## config.mk

```make
export PLATFORM = sky130hd
export DESIGN_NAME = keymgr_input_qualify
export DESIGN_NICKNAME = d
export VERILOG_FILES = /design/src/rtl/keymgr_input_qualify_pkg.sv /design/src/rtl/keymgr_input_qualify.sv
export SDC_FILE = /design/constraint.sdc
export NUM_CORES = 1
export LEC_CHECK = 0
export ABC_AREA = 1
export CAP_MARGIN = 20
export CORE_ASPECT_RATIO = 0.8
export CORE_MARGIN = 5
export CORE_UTILIZATION = 47
export DETAILED_ROUTE_END_ITERATION = 16
export GPL_ROUTABILITY_DRIVEN = 0
export PLACE_DENSITY = 0.76
export SLEW_MARGIN = 20
export SYNTH_ARGS = -nofsm -noshare
export SYNTH_HDL_FRONTEND = slang
export SYNTH_SLANG_ARGS = --single-unit
```

## constraint.sdc

```tcl
create_clock -name clk_i -period 1.75 [get_ports clk_i]
set_input_delay 0.35 -clock clk_i [delete_from_list [all_inputs] [get_ports clk_i]]
set_output_delay 0.35 -clock clk_i [all_outputs]
set_load 0.005 [all_outputs]
```

## src/rtl/keymgr_input_qualify_pkg.sv

```systemverilog
// keymgr_input_qualify_pkg: shared types, check indices and per-stage input requirement mask
package keymgr_input_qualify_pkg;
    typedef enum logic [1:0] {StCreator, StOwnerInt, StOwner, StDisable} keymgr_stage_e;
    localparam int NumInputChk = 6;
    typedef enum logic [2:0] {
        ChkKey, ChkKeyVer, ChkCreatorSeed, ChkOwnerSeed, ChkDevId, ChkHealthState
    } input_chk_idx_e;
    typedef enum logic [1:0] {QualIdle, QualSample, QualDone} qual_state_e;
    // Key and KeyVer are needed by every live stage; Disable needs nothing.
    function automatic logic [NumInputChk-1:0] req_mask(input keymgr_stage_e st);
        logic [NumInputChk-1:0] m;
        m = '0;
        m[ChkKey]         = st != StDisable;
        m[ChkKeyVer]      = st != StDisable;
        m[ChkCreatorSeed] = st == StCreator;
        m[ChkDevId]       = st == StCreator;
        m[ChkHealthState] = st == StCreator;
        m[ChkOwnerSeed]   = st == StOwnerInt;
        return m;
    endfunction
endpackage

```

## src/rtl/keymgr_input_qualify.sv

```systemverilog
// keymgr_input_qualify: samples input valid flags for StableCycles cycles and returns a sticky pass/fail result
// Ports: clk_i/rst_i (sync, active-high); op_req_i/op_ack_o handshake, busy_o in Sample and Done;
// stage_sel_i latched on accept; *_vld_i check flags; inputs_ok_o/err_vec_o registered result;
// op_abort_i exists only when KEYMGR_INPUT_QUALIFY_ABORT_EN is defined.
module keymgr_input_qualify
    import keymgr_input_qualify_pkg::*;
#(
    parameter int StableCycles = 4
) (
    input  logic                   clk_i,
    input  logic                   rst_i,
    input  logic                   op_req_i,
    output logic                   op_ack_o,
    output logic                   busy_o,
    input  keymgr_stage_e          stage_sel_i,
    input  logic                   creator_seed_vld_i,
    input  logic                   owner_seed_vld_i,
    input  logic                   devid_vld_i,
    input  logic                   health_state_vld_i,
    input  logic                   key_version_vld_i,
    input  logic                   key_vld_i,
    output logic                   inputs_ok_o,
    output logic [NumInputChk-1:0] err_vec_o
`ifdef KEYMGR_INPUT_QUALIFY_ABORT_EN
    ,
    input  logic                   op_abort_i
`endif
);
    localparam int CntW = $clog2(StableCycles + 1);
    if (StableCycles < 1) begin : g_param_chk
        $error("StableCycles must be >= 1");
    end
    qual_state_e            state_q;
    keymgr_stage_e          stage_q;
    logic [CntW-1:0]        cnt_q;
    logic [NumInputChk-1:0] err_q, err_d, err_vec_q, vld_vec;
    logic                   ok_q, abort;
`ifdef KEYMGR_INPUT_QUALIFY_ABORT_EN
    assign abort = op_abort_i;
`else
    assign abort = 1'b0;
`endif
    assign vld_vec = {health_state_vld_i, devid_vld_i, owner_seed_vld_i,
                      creator_seed_vld_i, key_version_vld_i, key_vld_i};
    assign err_d = err_q | (~vld_vec & req_mask(stage_q));
    always_ff @(posedge clk_i) begin
        if (rst_i) begin
            state_q   <= QualIdle;
            stage_q   <= StCreator;
            cnt_q     <= '0;
            err_q     <= '0;
            err_vec_q <= '0;
            ok_q      <= 1'b0;
        end else begin
            case (state_q)
                QualIdle: if (op_req_i) begin
                    stage_q <= stage_sel_i;
                    err_q   <= '0;
                    cnt_q   <= '0;
                    state_q <= QualSample;
                end
                QualSample: if (abort) begin
                    state_q <= QualIdle;
                end else begin
                    err_q <= err_d;
                    cnt_q <= cnt_q + 1'b1;
                    // Result is captured with the last sample so it is valid alongside the ack.
                    if (cnt_q == CntW'(StableCycles - 1)) begin
                        state_q   <= QualDone;
                        ok_q      <= ~|err_d;
                        err_vec_q <= err_d;
                    end
                end
                default: state_q <= QualIdle;
            endcase
        end
    end
    assign op_ack_o    = state_q == QualDone;
    assign busy_o      = state_q != QualIdle;
    assign inputs_ok_o = ok_q;
    assign err_vec_o   = err_vec_q;
endmodule

```

== Word-level counts from Yosys, hierarchy flattened ==
Cells that the tools add are included.

* $add $sub $neg: 1
* Reductions and logical operators: 10
* Bitwise gates (word level): 3
* Eq/ne operators: 7
* Muxes and demuxes: 7

{| class="wikitable"
|+ Operators with widths
! kind !! number
|-
| 6-bit one-hot mux with 2 select lines || 1
|-
| 2-bit AND reduction || 4
|-
| 6-bit AND || 1
|-
| 6-bit 2-to-1 mux || 1
|-
| 2-bit inequality test, second input constant || 3
|-
| 6-bit inverter || 1
|-
| 6-bit OR || 1
|-
| 3-bit one-hot mux with 2 select lines || 1
|-
| 6-bit OR reduction || 1
|-
| 2-bit by 1-bit == test with 1-bit output, second input constant || 2
|-
| 2-bit logical NOT || 2
|-
| 2-bit 2-to-1 mux || 2
|-
| 2-bit one-hot mux with 2 select lines || 1
|-
| 2-bit nonzero test || 2
|-
| 3-bit by 1-bit adder with 3-bit output, second input constant || 1
|-
| 3-bit by 2-bit == test with 1-bit output, second input constant || 1
|-
| 3-bit 2-to-1 mux || 1
|-
| 2-bit == test, second input constant || 1
|-
| 1-bit logical NOT || 1
|}

* Bits of input ports: 11
* Output and inout bits: 9
* Flip-flop bits (word level): 20
* Word-level logic and storage cells: 34

== Depth between registers and ports, before layout ==
Gate-level depths: netlist of the first run.

* Depth after elaboration: 5
* Mapped depth: 8
* Mapped depth without buffers: 8

== Least setup slack after synthesis of the first run ==
No wires, ideal clock.

* Path type: reg-to-reg
* Start: register cnt_q[0]
* End: register err_vec_q[2] (netlist: err_vec_o[2])
* Path slack: 0.494 ns
* Arrival time: 1.133 ns
* Buffers on the path: 1
* Cell stages (with the launch flop): 8
* Setup time: 0.123 ns
* Required time: 1.627 ns
* Clock period less this slack: 1.256 ns
* Cells stage by stage: dfxtp_1 -> ha_1 -> ha_1 -> nand2_4 -> inv_1 -> buf_6 -> o21ai_0 -> a21oi_1

* Word-level cells in the longest chain between the ends: 2

{| class="wikitable"
|+ Ends and longest elaborated chain
! item !! line !! source
|-
| start, declared || keymgr_input_qualify.sv:35 || <nowiki>logic [CntW-1:0] cnt_q;</nowiki>
|-
| start signal, assigned || keymgr_input_qualify.sv:66 || <nowiki>cnt_q <= cnt_q + 1'b1;</nowiki>
|-
| 3-bit by 2-bit == test with 1-bit output || keymgr_input_qualify.sv:68 || <nowiki>if (cnt_q == CntW'(StableCycles - 1)) begin</nowiki>
|-
| 2-bit AND reduction (no line) || - ||
|-
| end signal, assigned || keymgr_input_qualify.sv:71 || <nowiki>err_vec_q <= err_d;</nowiki>
|-
| end, declared || keymgr_input_qualify.sv:36 || <nowiki>logic [NumInputChk-1:0] err_q, err_d, err_vec_q, vld_vec;</nowiki>
|}

Every way passes these cells.
A chain may end at the register's enable or synchronous reset.

== Final worst setup path of the first run ==
* Start: register state_q[1]
* End: output port op_ack_o

* Word-level cells in the longest chain between the ends: 1

{| class="wikitable"
|+ Ends and longest elaborated chain
! item !! line !! source
|-
| start, declared || keymgr_input_qualify.sv:33 || <nowiki>qual_state_e state_q;</nowiki>
|-
| start signal, assigned || keymgr_input_qualify.sv:48 || <nowiki>state_q <= QualIdle;</nowiki>
|-
| start signal, assigned || keymgr_input_qualify.sv:60 || <nowiki>state_q <= QualSample;</nowiki>
|-
| start signal, assigned || keymgr_input_qualify.sv:63 || <nowiki>state_q <= QualIdle;</nowiki>
|-
| 2-bit == test || keymgr_input_qualify.sv:78 || <nowiki>assign op_ack_o = state_q == QualDone;</nowiki>
|-
| end, declared || keymgr_input_qualify.sv:13 || <nowiki>output logic op_ack_o,</nowiki>
|}

Every way passes these cells.

==> results.md, run 1 <==
Clocking:
- For the worst-skew pair, the clock arrives at the later sink with an insertion delay of 0.30 ns.
- The TritonCTS buffer count is 3.
- No sink is reached through more buffers than the 2 on the longest clock path.
- TritonCTS built the clock tree.
- The tree is rooted in a sky130_fd_sc_hd__clkbuf_4.
- The H-tree depth is 1.
- The clock-pin slew of the registers on the worst-case setup and hold paths is 0.11 ns.
- The number of hold buffers added after CTS was 0.
- The clock drives 20 sinks.

Floorplan:
- The core area is 1820 um2.
- The floorplan die height is 48.7 um.
- The effective utilization at floorplan is 48.2%.
- 20 I/O pins were placed.
- The width of the die is 58.3 um.
- The die covers 2840 um2.
- The initialized floorplan defines 14 standard-cell rows.

Worst setup path:
- The worst setup path is captured at an output pin.
- The worst setup path category is reg2out.
- The largest single stage delay on the critical path is 0.50 ns.
- Data arrives at the worst endpoint at 1.30 ns.
- The largest fanout on the critical path is 3.
- STA puts the critical path data required time at 1.40 ns.
- The cell at the slowest stage of the critical path is sky130_fd_sc_hd__clkdlybuf4s50_1.
- The signal on the critical path passes through inv_2 > nor2_1 > clkdlybuf4s50_1.
- The startpoint type of the worst setup path is a flop.

Synthesis:
- The synthesized netlist devotes 15.0% of its cell area to compound gates.
- The netlist uses 20 different library cells.
- The top cell type's share of synthesized area is 45.6%.
- The net count after synthesis is 130.
- After Yosys synthesis, full adders, half adders and majority gates account for 2.85% of the synthesized area.
- The proportion of synthesized area in mux cells is 0%.
- Sequential elements use 45.6% of the synthesized area.
- The flip-flop and latch count after synthesis is 20.
- The dominant combinational cell family by area after synthesis is simple AND/OR/NAND/NOR gates.
- The total standard cell area after synthesis is 878 um2.
- The xor/xnor share of the synthesized area is 0%.
- In the post-synthesis netlist, the biggest area contributors are sky130_fd_sc_hd__dfxtp_1, sky130_fd_sc_hd__inv_1, sky130_fd_sc_hd__nand2_1.
- Summing the areas of all and, or, nand and nor instances in the mapped netlist gives 25.1% of the synthesized area.
- The number of synthesis warnings is 0.
- The library cell with the largest summed area after synthesis is sky130_fd_sc_hd__dfxtp_1.
- The synthesized netlist cell count is 117.
- The synthesized area per cell is 7.51 um2.

STA:
- Headroom to the max-slew limit came out at 80.0%.
- Setup repair after global routing left no endpoint under its margin.
- The final hold violation count is 0.
- The final-report setup violation count is 0.
- The worst clock skew is 0.00121 ns.
- Summed over all failing endpoints, the final setup total negative slack is 0 ns.
- The post-layout minimum cycle time is 1.65 ns.
- The post-route worst setup slack is 0.103 ns.
- The maximum operating frequency is 607 MHz.
- The share of the clock period used by the worst path is 94.1%.
- The slew of the pin with the lowest slew margin is 0.300 ns.
- The final-report max-slew violation count is 0.

Global routing:
- Global routing used 23.0% of the available met2 tracks.
- The number of antenna violations at the first check in global routing came to 0.
- The wire length of the first global-routing pass is 3230 um.
- The number of global-route vias before repair came to 767.
- The global-route total usage across every layer is 14.4%.
- The met1 capacity usage during global routing is 17.6%.
- The global-route layer with the greatest usage is met2.
- The met3 routing resource usage after global routing is 6.12%.
- The remaining global-route overflow is 0.
- The pin count of the biggest net entering global routing is 12.

Status:
- The flow ran to the end, and the final reports show no timing, DRC or antenna violations.

Drt:
- The initial detailed-routing violation count is 21.
- For this run, design rule violations remaining after detail routing come to 0.
- Wires add up to 1840 um.
- Once detail routing completed, the nets flagged for antenna violations numbered 0.
- The number of search-and-repair iterations in the first detailed-routing pass is 4.
- The final routed wire length divided by cell count is 11.2 um.
- The routed layout has 805 vias.
- The per-cell via count in the routed design is 4.91.

Cells and area:
- The area growth from synthesis to layout is 29.8%.
- The number of antenna cells inserted is 0.
- The number of nets in the finished design is 154.
- The share of layout cells above drive strength 1 is 11.4%.

Power and ir drop:
- Across the VDD grid, the largest voltage drop is 540 uV.
- Dividing total power by cell area gives a power density of 764 nW/um2.
- The analysis attributes to cell leakage a power of 0.518 nW.

Job:
- Max-cap violations in this run came to 0.

Worst hold path:
- The worst hold path class is reg2reg.

Placement:
- Before CTS, the worst setup slack after placement is 0.257 ns.
- The quantity of I/O buffers inserted on ports is 19.
- The wire-length estimate of the detail-placed layout is 1380 um.
==> critical path, delay by kind of cell, from the launching register on <==
kind,cells,cell delay [ns]
flops,1,0.36
simple gates,1,0.08
buf+inv,2,0.55
==> path summary, 6_finish.rpt <==
| check | slack [ns] | cells past startpoint | endpoint | from |
|---|---|---|---|---|
| max | 0.10 | 3 | op_ack_o | state_q[1] |
| min | 0.47 | 2 | cnt_q[2] | cnt_q[2] |
| min reg2reg | 0.47 | 2 | cnt_q[2] | cnt_q[2] |
| max reg2reg | 0.33 | 6 | err_vec_o[1] | cnt_q[0] |
==> registers in the layout, summed over array words and instances, names as in the netlist <==
signal,count
cnt_q,3
err_vec_o,6
err_q,6
state_q,2
stage_q,2
inputs_ok_o,1
==> layer usage <==
metal,wire (um),vias up
met3,132,4
met4,22,0
met5,0,-
li1,-,412
met2,864,24
met1,824,365
==> cell usage in the layout (no fill, tap or decap), drive strengths merged <==
master,n
nand3,2
clkbuf,4
nand2,20
or2,1
nor3,4
dfxtp,20
o21ai,8
a22oi,1
inv,23
o21a,1
a21oi,14
a31oi,1
buf,2
nor2,18
clkdlybuf4s50,19
ha,2
==> logic make-up (layout without fill, tap and decap cells) <==
family	Yosys count	count (layout)
AO/OA/AOI/OAI	25	25
adder cells (fa/ha/maj)	2	2
buffers and inverters	25	48
flip-flops	20	20
AND/OR/NAND/NOR	45	45
==> cells in the mapped netlist <==
cell and count:
sky130_fd_sc_hd__inv_2 3, sky130_fd_sc_hd__or2_0 1, sky130_fd_sc_hd__o21ai_0 8, sky130_fd_sc_hd__a31oi_1 1
sky130_fd_sc_hd__nand3_1 1, sky130_fd_sc_hd__buf_6 1, sky130_fd_sc_hd__nor2_1 15, sky130_fd_sc_hd__clkbuf_1 1
sky130_fd_sc_hd__nor2_2 2, sky130_fd_sc_hd__dfxtp_1 20, sky130_fd_sc_hd__a21oi_1 14, sky130_fd_sc_hd__nand2_1 19
sky130_fd_sc_hd__inv_1 20, sky130_fd_sc_hd__nor3_1 4, sky130_fd_sc_hd__nand3_4 1, sky130_fd_sc_hd__a22oi_1 1
sky130_fd_sc_hd__o21a_1 1, sky130_fd_sc_hd__nand2_4 1, sky130_fd_sc_hd__ha_1 2, sky130_fd_sc_hd__nor2_8 1
==> area by class of cell <==
class,instances,area [um2]
Fill cell,171,682
Sequential cell,20,405
Multi-Input combinational cell,72,377
Timing Repair Buffer,21,205
Inverter,23,86.3
Clock buffer,4,36.3
Tap cell,24,30.0
==> power by group <==
part	total, mW	switching [mW]	internal, mW
Combinational	0.124	0.0698	0.0546
Sequential	0.479	0.00989	0.469
Clock	0.268	0.140	0.127
==> repair_timing <==
item                                    CTS  global route
gates resized for setup                   1             2
buffers inserted                          0             1
endpoints found under the setup margin    2             2
==> per-stage QoR <==
| step | hold slack (ns) | area (um2) | util (%) | cells | power [mW] |
|---|---|---|---|---|---|
| final | 0.469 | 1140 | 62.6 | 164 | 0.871 |
| after global routing | 0.491 | 1140 | 62.6 | 164 | 0.924 |
| after CTS | 0.470 | 1130 | 62.0 | 163 | 0.880 |
| after detailed placement | 0.455 | 1090 | 59.9 | 159 | 0.613 |
| after global placement | 0.453 | 1090 | 59.9 | 159 | 0.609 |
| after floorplan | 0.436 | 878 | - | 117 | 0.565 |
No activity file was read; power rests on OpenSTA's default activity.
==> inputs of run 2 (changes only) <==
--- a/config.mk
+++ b/config.mk
@@ -5,14 +5,13 @@
 export SDC_FILE = /design/constraint.sdc
 export NUM_CORES = 1
 export LEC_CHECK = 0
-export ABC_AREA = 1
 export CAP_MARGIN = 20
 export CORE_ASPECT_RATIO = 0.8
 export CORE_MARGIN = 5
-export CORE_UTILIZATION = 47
+export CORE_UTILIZATION = 48
 export DETAILED_ROUTE_END_ITERATION = 16
 export GPL_ROUTABILITY_DRIVEN = 0
-export PLACE_DENSITY = 0.76
+export PLACE_DENSITY = 0.77
 export SLEW_MARGIN = 20
 export SYNTH_ARGS = -nofsm -noshare
 export SYNTH_HDL_FRONTEND = slang
==> run 2 against run 1 <==
Effect of this change:
- first-iteration DRC count decreased by 19%
- core utilization up 4.0 points
- cell area down 1.2%
- non-clock buffer count is the same
- hold slack improved by 0.015 ns
- total power decreased by 1.1%
- largest cell class is now multi-input gates
- highest routed layer unchanged
==> results.md, run 2 <==
Status:
- The flow ran to the end, and the final reports show no timing, DRC or antenna violations.

Cells and area:
- The number of nets in the finished design came to 136 (-12%).
- The non-filler instance count after layout is 144 (-12%).
- Leaving out fill and tap cells, the most frequent cells in the layout are sky130_fd_sc_hd__dfxtp_1, sky130_fd_sc_hd__clkdlybuf4s50_1, sky130_fd_sc_hd__nor3_1, sky130_fd_sc_hd__nor2_1, sky130_fd_sc_hd__a21oi_1.
- The post-layout utilization of the core came to 66.6% (+4.0 points).
- The share of layout cells above drive strength 1 is 9.02% (-2.4 points).
- Compared with the post-synthesis result, the final layout area differs by 27.7%.
- The final instance area is 1130 um2 (-1.2%).
- The number of antenna cells inserted was 0 (unchanged).

Clocking:
- The clock tree root driver cell is sky130_fd_sc_hd__clkbuf_4.
- The clock network latency to the later pin of the worst-skew pair is 0.30 ns (about the same).
- The clock tree from TritonCTS is yes.
- The number of hold-repair buffers added at the cts stage was 0 (unchanged).
- The TritonCTS buffer count is 3 (unchanged).
- The worst-case clock buffer depth is 2 (unchanged).
- The clock-pin slew of the registers on the worst-case setup and hold paths is 0.11 ns (about the same).
- The clock net sink count is 20 (unchanged).
- The H-tree depth was 1 (unchanged).

STA:
- The remaining max-slew budget at the tightest pin was 68.4% (-12 points).
- The worst clock skew is 0.000948 ns (-0.000261 ns).
- The post-layout minimum cycle time is 1.66 ns (+0.0174 ns).
- The final hold violation count is 0 (unchanged).
- The slew of the pin with the lowest slew margin was 0.473 ns (+0.173 ns).
- The worst hold slack across all endpoints is 0.484 ns (+0.0151 ns).
- The share of the clock period used by the worst path is 95.1% (+1.0 points).
- The final-report max-slew violation count came to 0 (unchanged).
- The final-report setup violation count is 0 (unchanged).
- The post-route worst setup slack was 0.0853 ns (-0.0174 ns).
- Setup repair after global routing left no endpoint under its margin.
- The maximum operating frequency is 601 MHz (-1.0%).

Placement:
- The number of instances in the placed design came to 139 (-13%).
- The detailed placer's ending HPWL is 1390 um (+1.3%).
- The placed instance area came to 1080 um2 (-1.1%).
- The quantity of I/O buffers inserted on ports came to 19 (unchanged).
- The worst-case setup slack after placement came to -0.00337 ns (-0.261 ns).

Synthesis:
- The unique cell type count in the Yosys netlist is 28 (+40%).
- The synthesized area per cell is 8.48 um2 (+13%).
- The share of synthesized area occupied by flip-flops and latches was 45.4% (-0.19 points).
- The number of synthesis warnings is 0 (unchanged).
- Ranked by total cell area, the synthesized netlist is headed by sky130_fd_sc_hd__dfxtp_1, sky130_fd_sc_hd__nor3_1, sky130_fd_sc_hd__a21oi_1.
- The synthesized netlist cell count is 104 (-11%).
- The library cell with the largest summed area after synthesis is sky130_fd_sc_hd__dfxtp_1.
- The number of flops mapped to enable cells by yosys was 0 (unchanged).
- The area fraction in compound gates after synthesis came to 12.9% (-2.0 points).
- The xor/xnor share of the synthesized area is 0% (unchanged).
- By count the netlist is led by sky130_fd_sc_hd__dfxtp_1, sky130_fd_sc_hd__nor3_1, sky130_fd_sc_hd__a21oi_1, sky130_fd_sc_hd__nor2_1, sky130_fd_sc_hd__nand2_1.
- The synthesized-area fraction occupied by adder cells was 2.84% (-0.012 points).
- Among all cell types in the netlist, the one instantiated most often is sky130_fd_sc_hd__dfxtp_1.
- The fraction of registers with async set or reset after synthesis is 0% (unchanged).
- The total standard cell area after synthesis is 882 um2 (+0.43%).
- The net count after synthesis is 117 (-10%).
- The proportion of synthesized area in mux cells is 2.27% (+2.3 points).
- The top cell type's share of synthesized area is 45.4% (-0.19 points).
- The simple-gate portion of the synthesized area was 32.9% (+7.8 points).
- After synthesis, the largest family of logic cells by area is simple AND/OR/NAND/NOR gates.
- The flip-flop and latch count after synthesis is 20 (unchanged).
- The prevailing post-synth register cell is sky130_fd_sc_hd__dfxtp_1.

Worst hold path:
- The destination of the worst hold path is err_q[5].
- The worst hold path belongs to the class reg2reg.
- The cell depth of the worst min-delay path is 2 (unchanged).
- The start point of the worst hold path is err_q[5].

Drt:
- The post-route DRC violation count is 0 (unchanged).
- The initial detailed-routing violation count came to 17 (-19%).
- The number of search-and-repair iterations in the first detailed-routing pass is 4 (unchanged).
- The per-cell via count in the routed design is 5.48 (+12%).
- The wire length after detailed routing came to 1950 um (+5.9%).
- The count of vias placed by the detailed router was 789 (-2.0%).
- The post-detailed-route count of antenna-violating nets came to 0 (unchanged).
- The final routed wire length divided by cell count is 13.5 um (+21%).

Worst setup path:
- The origin of the critical flop-to-flop path is state_q[1].
- The endpoint of the most critical register-to-register path is cnt_q[2].
- The required arrival time at the worst endpoint is 1.40 ns (about the same).
- The worst setup path category is reg2out.
- The flop-to-flop setup slack is 0.27 ns (-0.06 ns).
- The arrival time at the worst endpoint is 1.31 ns (about the same).
- The depth of the worst register-to-register path was 4 (-2).
- STA classifies the critical path startpoint as a flop.
- STA classifies the critical path endpoint as an output pin.
- The largest fanout on the critical path is 7 (+4).

Floorplan:
- The number of standard-cell rows in the floorplan came to 13 (-1).
- The core area is 1690 um2 (-7.1%).
- The width of the die is 57.9 um (-0.69%).
- The total die area came to 2800 um2 (-1.3%).
- The number of top-level design ports came to 20 (unchanged).
- The floorplan die height is 48.3 um (-0.67%).
- The effective utilization at floorplan came to 52.1% (+3.9 points).

Global routing:
- The global-route total usage across every layer is 14.8% (+0.34 points).
- The remaining global-route overflow is 0 (unchanged).
- The number of antenna violations at the first check in global routing is 0 (unchanged).
- The number of global-route vias before repair is 718 (-6.4%).
- The wire length of the first global-routing pass is 3280 um (+1.5%).
- The pin count of the biggest net entering global routing is 16 (+4).

Job:
- The max-capacitance violation count is 0 (unchanged).

Power and ir drop:
- The worst-case vdd ir drop was 514 uV (-4.8%).
- The ratio of total power to cell area is 764 nW/um2 (about the same).
- The static leakage power is 0.410 nW (-21%).
-- run 2: worst max path at each step --
stage                     from           to  slack, ns  depth (start not counted)
global route        state_q[1]     op_ack_o      0.008                          2
global placement      op_req_i     cnt_q[2]       0.03                          4
finish              state_q[1]     op_ack_o       0.09                          2
floorplan             cnt_q[0]  inputs_ok_o       0.42                          6
CTS                 state_q[1]     op_ack_o       0.07                          2
detailed placement    op_req_i     cnt_q[2]     -0.003                          4
-- run 2: cell type report --
| type | instances | area (um2) |
|---|---|---|
| clock buffer | 4 | 36.3 |
| fill | 161 | 566 |
| inverter | 1 | 3.75 |
| multi-input combinational | 76 | 449 |
| sequential | 20 | 405 |
| tap | 22 | 27.5 |
| timing repair buffer | 21 | 204 |
-- run 2: logic make-up (layout without fill, tap and decap cells) --
kind of cell / after synthesis / count (layout)
multiplexers: 2 / 2
buffers and inverters: 8 / 26
AND/OR/NAND/NOR: 53 / 53
adder cells (fa/ha/maj): 2 / 2
AO/OA/AOI/OAI: 19 / 19
flip-flops: 20 / 20
-- run 2: critical path: stages (launching register included) --
cell	delay, ns
sky130_fd_sc_hd__dfxtp_4	0.38
sky130_fd_sc_hd__nor2b_1	0.12
sky130_fd_sc_hd__clkdlybuf4s50_1	0.50
-- run 2: through the flow --
stage	TNS (ns)	power [mW]
after floorplan	0	0.560
after global placement	0	0.602
after detailed placement	-0.00337	0.605
after CTS	0	0.865
after global routing	0	0.898
final	0	0.861
-- run 2: layer usage --
| metal | routed length (um) | vias up | GRT usage, % |
|---|---|---|---|
| met5 | 0 | - | 0 |
| met4 | 12 | 0 | 3.47 |
| met3 | 153 | 2 | 6.35 |
| met2 | 799 | 28 | 21.8 |
| met1 | 986 | 350 | 19.7 |
| li1 | - | 409 | - |
-- run 2: repair_timing --
| item | CTS | global route |
|---|---|---|
| gates resized for setup | 4 | 0 |
| setup endpoints to repair | 2 | 1 |
| hold endpoints to repair | 0 | 0 |
| buffers inserted | 0 | 1 |
| pin swaps | 0 | 0 |
-- run 2: power by group --
group / switching [mW] / internal (mW) / leakage [nW]
Combinational: 0.0475 / 0.0557 / 0.226
Sequential: 0.0216 / 0.469 / 0.163
Clock: 0.140 / 0.127 / 0.0210
Total: 0.209 / 0.651 / 0.410
